**src/rtl/spmv_sched.sv**
```systemverilog
// SpMV chunk scheduler: walks the rows of a job, fetching each chunk, issuing it
// to the ALU pipe one at a time and offering one result per completed row.
// state  | meaning
// IDLE   | waiting for start
// FETCH  | chunk read outstanding, fetch_req held
// ISSUE  | chunk presented to the pipe, or skipped when its IPV is empty
// WAIT   | one chunk in flight, timeout counting down
// RESULT | row result offered until the consumer takes it
module spmv_sched #(
   parameter int K     = 4,
   parameter int ROW_W = 8,
   parameter int LAT   = 4
) (
   input  logic               clk,
   input  logic               rst,
   input  logic               start,
   input  logic [ROW_W-1:0]   num_rows,
   input  logic [3:0]         chunks_per_row,
   input  logic [15:0]        base_addr,
   output logic               busy,
   output logic               done,
   output logic               err,
   output logic               fetch_req,
   output logic [15:0]        fetch_addr,
   input  logic               fetch_ack,
   input  logic [8*K-1:0]     fetch_data,
   input  logic [K-1:0]       fetch_ipv,
   output logic [8*K-1:0]     pipe_mat,
   output logic [K-1:0]       pipe_ipv,
   output logic               pipe_en,
   input  logic               pipe_out_valid,
   output logic               res_valid,
   input  logic               res_ready,
   output logic [ROW_W-1:0]   res_row
);

   localparam int TW = $clog2(LAT + 2);

   typedef enum logic [2:0] {S_IDLE, S_FETCH, S_ISSUE, S_WAIT, S_RESULT} state_t;

   state_t           state;
   logic [ROW_W-1:0] rows_q;
   logic [ROW_W-1:0] row;
   logic [3:0]       cpr_q;
   logic [3:0]       chunk;
   logic [K-1:0]     ipv_hold;
   logic [TW-1:0]    timer;

   logic chunk_done;
   logic last_chunk;
   logic last_row;

   // A chunk retires when skipped, when its result returns, or when the wait times out.
   assign chunk_done = ((state == S_ISSUE) && (ipv_hold == '0)) ||
                       ((state == S_WAIT) && (pipe_out_valid || (timer == '0)));
   assign last_chunk = (chunk == cpr_q - 4'd1);
   assign last_row   = (row == rows_q - ROW_W'(1));

   always_ff @(posedge clk or negedge rst) begin
      if (!rst) begin
         state      <= S_IDLE;
         rows_q     <= '0;
         row        <= '0;
         cpr_q      <= '0;
         chunk      <= '0;
         ipv_hold   <= '0;
         timer      <= '0;
         busy       <= 1'b0;
         done       <= 1'b0;
         err        <= 1'b0;
         fetch_req  <= 1'b0;
         fetch_addr <= '0;
         pipe_mat   <= '0;
         pipe_ipv   <= '0;
         pipe_en    <= 1'b0;
         res_valid  <= 1'b0;
         res_row    <= '0;
      end else begin
         done <= 1'b0;
         case (state)
            S_IDLE: begin
               if (start) begin
                  if ((num_rows != '0) && (chunks_per_row != 4'd0)) begin
                     rows_q     <= num_rows;
                     cpr_q      <= chunks_per_row;
                     fetch_addr <= base_addr;
                     row        <= '0;
                     chunk      <= '0;
                     busy       <= 1'b1;
                     fetch_req  <= 1'b1;
                     state      <= S_FETCH;
                  end else begin
                     done <= 1'b1;
                  end
               end
            end
            S_FETCH: begin
               if (fetch_ack) begin
                  ipv_hold  <= fetch_ipv;
                  fetch_req <= 1'b0;
                  state     <= S_ISSUE;
                  // Pipe inputs only move for a real issue so they keep the last issued chunk.
                  if (fetch_ipv != '0) begin
                     pipe_mat <= fetch_data;
                     pipe_ipv <= fetch_ipv;
                     pipe_en  <= 1'b1;
                  end
               end
            end
            S_ISSUE: begin
               pipe_en <= 1'b0;
               if (ipv_hold != '0) begin
                  timer <= TW'(LAT);
                  state <= S_WAIT;
               end
            end
            S_WAIT: begin
               if (!pipe_out_valid) begin
                  if (timer == '0) err <= 1'b1;
                  else             timer <= timer - TW'(1);
               end
            end
            S_RESULT: begin
               if (res_ready) begin
                  res_valid <= 1'b0;
                  if (last_row) begin
                     done  <= 1'b1;
                     busy  <= 1'b0;
                     state <= S_IDLE;
                  end else begin
                     row       <= row + ROW_W'(1);
                     fetch_req <= 1'b1;
                     state     <= S_FETCH;
                  end
               end
            end
            default: state <= S_IDLE;
         endcase

         if (chunk_done) begin
            fetch_addr <= fetch_addr + 16'd1;
            if (last_chunk) begin
               chunk     <= '0;
               res_valid <= 1'b1;
               res_row   <= row;
               state     <= S_RESULT;
            end else begin
               chunk     <= chunk + 4'd1;
               fetch_req <= 1'b1;
               state     <= S_FETCH;
            end
         end
      end
   end

endmodule

```
**config.mk**
```make
export PLATFORM = sky130hd
export DESIGN_NAME = spmv_sched
export DESIGN_NICKNAME = d
export VERILOG_FILES = /design/src/rtl/spmv_sched.sv
export SDC_FILE = /design/constraint.sdc
export NUM_CORES = 1
export LEC_CHECK = 0
export CORE_MARGIN = 8
export CORE_UTILIZATION = 48
export DETAILED_ROUTE_END_ITERATION = 16
export PLACE_DENSITY = 0.87
export SKIP_CTS_REPAIR_TIMING = 1
export SYNTH_ARGS = -nofsm -noshare
export SYNTH_HDL_FRONTEND = slang
export SYNTH_SLANG_ARGS = --single-unit
```
**constraint.sdc**
```tcl
create_clock -name clk -period 2.7 [get_ports clk]
set_input_delay 0.54 -clock clk [delete_from_list [all_inputs] [get_ports clk]]
set_output_delay 0.54 -clock clk [all_outputs]
set_load 0.05 [all_outputs]
```
==> PnR_summary.wiki <==
{| class="wikitable"
! Metric !! Value
|-
| Maximum clock insertion buffer count || 2
|-
| Ratio of routed vias to standard cells || about 5.4
|-
| Setup repair after global routing missed its margin || no
|-
| Antenna violations before repair || 0
|-
| Placed Instance Area || ~6400 µm²
|-
| First-pass GRT wire length || 22.0 mm
|-
| Site Rows || 36
|-
| Count of different cell masters after synthesis || 57
|-
| Area of the die || around 13,000 µm²
|-
| Status || completed
|-
| Max-Slew Margin vs Limit || 0.598
|-
| Critical path type || primary input to flip-flop
|-
| P_leak || roughly 0.003 µW
|-
| Clock slew seen by the registers of the worst setup and hold paths || 0.10 ns
|-
| Fraction of registers with async set or reset after synthesis || 1.00
|-
| Kind of capture point of the worst setup path || flip-flop
|-
| First-pass DRT Iterations || 5
|-
| Levels on crit path || 6
|-
| Number of synthesized register bits || 100
|-
| RD Place Congestion || about 0.85
|-
| Fin Hold WS || 0.0749 ns
|-
| Power per cell area || about 1200 nW/µm²
|-
| Max-Cap Viols || 0
|-
| Critical Path, Cell by Cell || clkdlybuf4s50_1 -> or4_1 -> o211ai_2 -> nand2_1 -> nand3_1 -> mux2_2
|-
| Diodes inserted || 0
|-
| Final Cycle Share || 0.866
|-
| Setup crit start || num_rows[5]
|-
| Setup-violating endpoint count in the final report || 0
|-
| Average cell area after synthesis || slightly below 10 µm²
|-
| Height of the die || between 100 and 150 µm
|-
| Synthesized cell area || 4790 µm²
|-
| Grt met1 use || 0.230
|-
| Worst supply voltage drop on vdd || around 0.00090 V
|-
| Top cell family by delay on the critical path || simple AND/OR/NAND/NOR gates
|-
| Count of input and output buffers || about 140
|-
| Maximum number of pins on one net before global-route repair || 47
|-
| CTS tree || yes
|-
| Max Clk Rate || between 0.4 and 0.5 GHz
|-
| Share of layout cells above drive strength 1 || 0.104
|-
| Setup slack on the worst flop-to-flop path || 0.47 ns
|-
| Area of the core || approximately 10000 µm²
|-
| Number of sinks driven by the clock tree || 100
|-
| Commonest register cell after synthesis || dfrtp_1
|-
| Vias in the first global route || around 4,500
|-
| Final setup skew || ~0.012 ns
|-
| Total of warnings raised by yosys || 0
|-
| Post-route cell area || around 6600 µm²
|-
| Maximum level of the CTS H-tree || 3
|-
| Iteration-0 DRC Markers || 194
|-
| Fill count || roughly 760
|-
| Number of synthesized flops with an enable pin || 0
|-
| Max-slew violations || 0
|-
| Post-Route Setup TNS || 0 ns
|-
| Top Ports || 136
|-
| WP data required || a little under 3 ns
|-
| Origin of the critical flop-to-flop path || ipv_hold[1]$_DFFE_PN0P_
|-
| Crit path time final || approximately 2.3 ns
|-
| Most Crowded Layer GR || met2
|-
| Met2 global-route usage || 0.338
|-
| Critical path buffers and inverters || 1
|-
| Number of cell instances on the worst register-to-register path || 5
|-
| Register area share after synthesis || 0.522
|-
| Starting utilization of the core area || 0.493
|-
| Slowest CP cell || or4_1
|-
| Total wirelength of the detailed-routed design || roughly 13 mm
|-
| Clock latency reported for the late side of the worst-skew pair || roughly 0.36 ns
|-
| DRC errors left || 0
|-
| Crit-path max FO || 7
|-
| HPWL after DPL || roughly 9.9 mm
|-
| Cell count after synthesis || 498
|-
| Die boundary width || between 100 and 150 µm
|-
| Worst slew pin tran || around 0.6 ns
|-
| Average routed wire per standard cell || approximately 17 µm
|-
| Synth-to-layout area growth || 36.8%
|-
| Buffer cell driving the clock tree root || clkbuf_8
|-
| Global-route congestion overflow total || 0
|-
| Clock buffers created by TritonCTS || 9
|-
| Vias after detailed routing || around 4,200
|-
| NumNets Final || between 700 and 800
|-
| Class of the worst hold path || primary input to asynchronous set/reset pin
|-
| All-layer global routing usage || 0.205
|-
| Number of hold-slack violations in the final timing report || 0
|-
| Delay of the slowest cell on the worst path || around 0.59 ns
|-
| Global Route met3 Usage || 0.0969
|-
| Syn Nets || around 580
|-
| Type of element launching the critical path || primary input
|-
| Post-DRT Antenna Nets || 0
|-
| Critical path arrival || around 2.6 ns
|}
worst paths after layout:
path / to
min in group clk: pipe_mat[9]$_DFFE_PN0P_
hold reg to reg: pipe_mat[9]$_DFFE_PN0P_
hold / removal: fetch_addr[8]$_DFFE_PN0P_
setup / recovery: row[0]$_DFFE_PN0P_
setup reg to reg: res_row[7]$_DFFE_PN0P_
max in group asynchronous: pipe_mat[8]$_DFFE_PN0P_
where the power goes:
part | internal [µW] | switching [µW]
clock network | 388 | 525
registers | 2080 | 525
logic | 1590 | 2810
total | 4060 | 3860
cells by family (layout without fill, tap and decap cells):
| group | after synthesis | in the layout | synth area share |
|---|---|---|---|
| buffers and inverters | 31 | 178 | 0.0329 |
| DFF | 100 | 100 | 0.522 |
| adders and majority gates | 7 | 7 | 0.0183 |
| AOI/OAI and AO/OA | 77 | 77 | 0.124 |
| and+or+nand+nor | 250 | 250 | 0.234 |
| xor gates and xnor gates | 15 | 15 | 0.0274 |
| muxes | 18 | 18 | 0.0415 |
state kept, by name (all words and copies together), names as in the netlist:
| name | cells |
|---|---|
| busy | 1 |
| chunk | 4 |
| cpr_q | 4 |
| done | 1 |
| err | 1 |
| fetch_addr | 16 |
| fetch_req | 1 |
| ipv_hold | 4 |
| pipe_en | 1 |
| pipe_ipv | 4 |
| pipe_mat | 32 |
| res_row | 8 |
| res_valid | 1 |
| row | 8 |
| rows_q | 8 |
| state | 3 |
| timer | 3 |
Yosys cell counts, drive strengths merged (4+ instances only):
| library cell | instances | area [µm²] |
|---|---|---|
| nand2 | 153 | 574 |
| dfrtp | 100 | 2500 |
| nor2 | 27 | 101 |
| buf | 15 | 97.6 |
| mux2 | 15 | 169 |
| o21ai | 15 | 75.1 |
| a21oi | 14 | 73.8 |
| inv | 12 | 45.0 |
| nand3 | 12 | 60.1 |
| nor3 | 12 | 70.1 |
| nand4 | 10 | 62.6 |
| xnor2 | 10 | 87.6 |
| a211oi | 8 | 60.1 |
| and3 | 7 | 48.8 |
| ha | 7 | 87.6 |
| a22o | 6 | 52.6 |
| a311oi | 5 | 43.8 |
| a31o | 5 | 43.8 |
| nand2b | 5 | 31.3 |
| xor2 | 5 | 43.8 |
| clkbuf | 4 | 15.0 |
| nor4 | 4 | 25.0 |
routing by layer:
layer  part of all wire  vias to the layer above
li1                   -                     2007
met1               0.39                     2016
met2               0.48                      177
met3               0.12                       22
met4              0.018                        0
met5                  0                        -
cell usage in the layout, fill, tap and decap left out, types with 7 or more instances in the layout:
cell	count
a211oi_1	8
a21oi_1	13
buf_4	13
clkbuf_8	11
clkdlybuf4s50_1	134
dfrtp_1	100
ha_1	7
inv_1	12
mux2_2	15
nand2_1	153
nand3_1	12
nand4_1	10
nor2_1	27
nor3_1	10
o21ai_0	15
xnor2_1	10
through the flow:
stage	worst slack, ns	util	instances	power, µW
2_1_floorplan	0.616	-	498	5480
3_3_place_gp	0.0517	0.655	762	6860
3_5_place_dp	-0.0223	0.655	762	7030
4_1_cts	0.377	0.674	778	7960
5_1_grt	0.224	0.674	778	8410
6_report	0.363	0.674	778	7910
final cells by class:
cell class,count,area [µm²],share of cell area
clock buffer,11,151,0.0231
clock inverter,5,35.0,0.00534
inverter,12,45.0,0.00687
multi-input combinational,367,2160,0.329
sequential,100,2500,0.382
tap,133,166,0.0254
timing repair buffer,150,1500,0.229
No activity file was read; power rests on OpenSTA's default activity.
